===== src/rtl/seq_divider.sv =====
// Multi-cycle unsigned restoring divider: one quotient bit per clock, with the
// same load/op_ready handshake as the shift-add multiplier beside it.
module seq_divider #(
  parameter int DW = 8,
  parameter int VW = 4
) (
  input  logic          clk,
  input  logic          rst,
  input  logic          load,
  input  logic [DW-1:0] dividend,
  input  logic [VW-1:0] divisor,
  output logic [DW-1:0] quotient,
  output logic [VW-1:0] remainder,
  output logic          busy,
  output logic          op_ready,
  output logic          div_by_zero
);

  // Handshake: load is accepted only when busy=0 (IDLE or DONE); operands are
  // sampled on that edge. op_ready=1 marks quotient/remainder/div_by_zero valid
  // and holds until the next accepted load or rst.

  localparam int CW = (DW > 1) ? $clog2(DW) : 1;

  typedef enum logic [1:0] {
    IDLE = 2'd0,
    CALC = 2'd1,
    DONE = 2'd2
  } state_t;

  state_t state, next_state;

  // dvd_sh shifts dividend bits out of its MSB while quotient bits enter its
  // LSB, so after DW iterations it holds the quotient.
  logic [DW-1:0] dvd_sh;
  logic [VW-1:0] dvs;
  logic [VW-1:0] rem_r;
  logic [CW-1:0] cnt;
  logic          zero_pend;

  logic          accept;
  logic          last;
  logic [VW:0]   r_shift;
  logic          r_ge;
  logic [VW-1:0] rem_nxt;

  assign accept  = load && (state != CALC);
  assign last    = (cnt == '0);
  assign r_shift = {rem_r, dvd_sh[DW-1]};
  assign r_ge    = (r_shift >= {1'b0, dvs});
  // The carry bit only matters for the compare; the difference is < divisor.
  assign rem_nxt = r_ge ? (r_shift[VW-1:0] - dvs) : r_shift[VW-1:0];

  always_ff @(posedge clk) begin
    if (rst) state <= IDLE;
    else     state <= next_state;
  end

  always_comb begin
    next_state = state;
    case (state)
      IDLE: begin
        if (accept)         next_state = (divisor == '0) ? IDLE : CALC;
        else if (zero_pend) next_state = DONE;
      end
      CALC: if (last)   next_state = DONE;
      DONE: if (accept) next_state = (divisor == '0) ? IDLE : CALC;
      default:          next_state = IDLE;
    endcase
  end

  always_comb begin
    busy     = (state == CALC);
    op_ready = (state == DONE);
  end

  always_ff @(posedge clk) begin
    if (rst) begin
      dvd_sh      <= '0;
      dvs         <= '0;
      rem_r       <= '0;
      cnt         <= '0;
      zero_pend   <= 1'b0;
      quotient    <= '0;
      remainder   <= '0;
      div_by_zero <= 1'b0;
    end else if (accept) begin
      dvd_sh      <= dividend;
      dvs         <= divisor;
      rem_r       <= '0;
      cnt         <= CW'(DW - 1);
      zero_pend   <= (divisor == '0);
      div_by_zero <= 1'b0;
    end else if (state == CALC) begin
      dvd_sh <= {dvd_sh[DW-2:0], r_ge};
      rem_r  <= rem_nxt;
      cnt    <= cnt - 1'b1;
      if (last) begin
        quotient  <= {dvd_sh[DW-2:0], r_ge};
        remainder <= rem_nxt;
      end
    end else if ((state == IDLE) && zero_pend) begin
      // Divide by zero takes one wait cycle in IDLE, then lands in DONE.
      quotient    <= '1;
      remainder   <= '0;
      div_by_zero <= 1'b1;
      zero_pend   <= 1'b0;
    end
  end

endmodule


===== config.mk =====
export PLATFORM = sky130hd
export DESIGN_NAME = seq_divider
export DESIGN_NICKNAME = d
export VERILOG_FILES = /design/src/rtl/seq_divider.sv
export SDC_FILE = /design/constraint.sdc
export NUM_CORES = 1
export LEC_CHECK = 0
export ABC_CLOCK_PERIOD_IN_PS = 2200
export BUFFER_PORTS_ARGS = -buffer_cell sky130_fd_sc_hd__buf_4
export CORE_MARGIN = 10
export CORE_UTILIZATION = 40
export CTS_CLUSTER_DIAMETER = 30
export CTS_CLUSTER_SIZE = 16
export DETAILED_ROUTE_END_ITERATION = 12
export GPL_ROUTABILITY_DRIVEN = 0
export PLACE_DENSITY_LB_ADDON = 0.12
export RECOVER_POWER = 50
export SLEW_MARGIN = 20
export SYNTH_ARGS = -nofsm -noshare
export SYNTH_HDL_FRONTEND = slang
export SYNTH_SLANG_ARGS = --single-unit

===== constraint.sdc =====
create_clock -name clk -period 2.2 [get_ports clk]
set_input_delay 0.44 -clock clk [delete_from_list [all_inputs] [get_ports clk]]
set_output_delay 0.44 -clock clk [all_outputs]
set_load 0.005 [all_outputs]

==> results.md <==
- HP Class: input pin to flop
- VDD IR max: 376.8 µV
- Dpl ws: 0.2940 ns
- Drt wl/cell: 13.86 µm
- Setup Buffers After CTS: 0
- Initial Util: 41.24%
- Synth Warn #: 0
- Peak fanout along the critical path: 4
- Crit Reg-Reg Endpoint: remainder[0]
- Crit path time final: 1.917 ns
- Power density cells: 788.7 mW/mm²
- CTS tree: done
- Total number of vias: 1,380
- Crit start category: flop
- IO Count: 30
- Avg Inst Size Synth: 8.901 µm²
- Drt pass-1 iters: 4
- Critical Path End Type: flop
- DP HPWL: 2.613 mm
- Layout Nets: 232
- Share of cells above drive strength 1: 23.22%
- Worst Skew: 0.004764 ns
- Top sig layer: met4
- Largest net degree at the start of global routing: 35
- GR Overflow Total: 0
- Antenna violations before repair: 0
- N_diodes: 0
- Final hold vios: 0
- Gate Count Post-Synth: 184
- Syn-to-layout area delta: 20.47%
- Leak: 0.7941 nW
- Final Max Slew Viols: 0
- Clock Tree Buf Depth: 2
- Die Ht: 83.99 µm
- Compound-Gate Fraction of Synth Area: 21.85%
- Outcome: finished, final reports clean
- Cts repair resizes: 0
- Dpl cells: 253
- R2R depth: 7
- Mux contribution to synthesized area: 5.577%
- Commonest non-fill, non-tap cell in the layout: dfxtp_1
- CORE AREA: 0.003971 mm²
- F_max: 521.7 MHz
- Tcrit/Tclk final: 87.13%
- Net count after synthesis: 206
- Hold wc startpoint: divisor[2]
- Vias in the first global route: 1,322
- Relative slew slack: 65.41%
- Iter 0 DRT Violations: 70
- Commonest non-fill, non-tap cells in the layout: 35 x dfxtp_1, 23 x nor2_1, 19 x a211oi_1
- Crit Reg-Reg Startpoint: dvd_sh[7]
- Final Power: 1.556 mW
- Synth cell types: 40
- Setup TNS: 0 ns
- CTS Hold Bufs: 0
- Clock transition at path regs: 0.07 ns
- Tightest Pin Transition: 0.5142 ns
- Clk_lat worst skew: 0.29 ns
- Top_reg_cell synth: dfxtp_1
- MaxCap Viol Count: 0
- Met1 Wirelength: 1.695 mm
- Vias per cell: 5.287
- Yosys reg bits: 35
- CTS Buf Count: 5
- IO buf count: 29
- Hold path depth: 3
- First-pass GRT wire length: 6.251 mm
- H-tree Lvls: 2
- Clock sink total: 35
- Die area: 0.007054 mm²
- Root Buffer: clkbuf_8
- Hold EP: dvs[2]
- RSZ-0062 raised after global routing: no
- Largest family of logic cells by synthesized area: compound AO/OA/AOI/OAI gates
- Synth Area in Adders: 5.806%
- Post-route setup slack: 0.2831 ns
- GR Util All Layers: 10.69%
- Post-DRT Antenna Nets: 0
- Async SR Flop Fraction: 0%
- Num rows: 23
- Worst Path Required: 2.37 ns
- Die X: 83.99 µm
- Met2 wire length: 1.643 mm
- Flop2flop setup slack: 0.28 ns
- Post-Synth Simple-Gate Area: 17.04%
- Total Wirelength: 3.618 mm
- WP data arrival: 2.08 ns
- Xor/xnor share of the synthesized area: 0.5348%
- Mapped cell area: 0.001638 mm²
- Hold WS: 0.4201 ns
- Setup Viol. Count Final: 0
- Metal3 WL: 213 µm
- Crit Path Category: flop to flop
- Post-route insts no fill: 261
- EDFF count, synth: 0
- Post-synthesis sequential area ratio: 42.78%
- DRC Markers: 0
## kinds of logic (layout without fill, tap and decap cells)
logic type | count (synthesis) | count (layout)
buffers and inverters | 25 | 52
AO/OA/AOI/OAI | 49 | 49
XOR/XNOR | 1 | 1
adder cells (fa/ha/maj) | 7 | 7
multiplexers | 9 | 9
flip-flops | 35 | 35
AND/OR/NAND/NOR | 58 | 58
## flip-flops by register name (all words and copies together) (netlist names)
register / cells
quotient: 8
state: 2
div_by_zero: 1
dvd_sh: 8
remainder: 4
zero_pend: 1
dvs: 4
rem_r: 4
cnt: 3
## layout make-up
type	instances	area (µm²)
sequential	35	700.7
clock buffer	7	96.34
multi-input combinational	124	832.0
tap	50	62.56
fill	400	1998
timing repair buffer	31	225.2
inverter	13	48.80
clock inverter	1	7.507
## layer usage
layer	GRT usage (%)	up-vias
li1	-	704
met1	12.65	646
met2	16.24	25
met3	4.785	5
met4	4.566	0
met5	0	-
## Yosys cell counts, types with 3 or more instances
cell,n,area share [%]
nand2_1,10,2.3
buf_2,6,1.8
nand3_1,9,2.7
a211oi_1,19,8.7
inv_1,12,2.7
nor2b_1,3,1.1
a21oi_1,13,4.0
dfxtp_1,35,43
mux2i_1,8,4.9
ha_1,6,4.6
nor2_1,23,5.3
nor3_1,3,0.92
clkbuf_1,4,0.92
## critical path, stage by stage (launching register included)
cell	delay [ns]
dfxtp_1	0.37
inv_1	0.06
ha_1	0.32
nand2b_4	0.15
a2111o_1	0.46
and2_4	0.18
o211ai_2	0.17
a211oi_2	0.09
## stage by stage
| stage | utilization (%) | area (µm²) |
|---|---|---|
| after global routing | 49.68 | 1973 |
| after global placement | 47.26 | 1877 |
| after floorplan | - | 1638 |
| after detailed placement | 47.26 | 1877 |
| after CTS | 49.87 | 1981 |
| final | 49.68 | 1973 |
## worst max-delay path by stage
stage                    from  cells past startpoint      endpoint
global placement    dvd_sh[7]                      7  remainder[0]
finish              dvd_sh[7]                      7  remainder[0]
global route        dvd_sh[7]                      7  remainder[1]
detailed placement  dvd_sh[7]                      7  remainder[0]
floorplan           dvd_sh[7]                      7  remainder[0]
CTS                 dvd_sh[7]                      7  remainder[0]
## power breakdown
group	switching, mW	internal, mW	total (mW)
combinational	0.176	0.150	0.326
sequential	0.0320	0.684	0.716
clock	0.230	0.285	0.515
No activity file was read; power rests on OpenSTA's default activity.
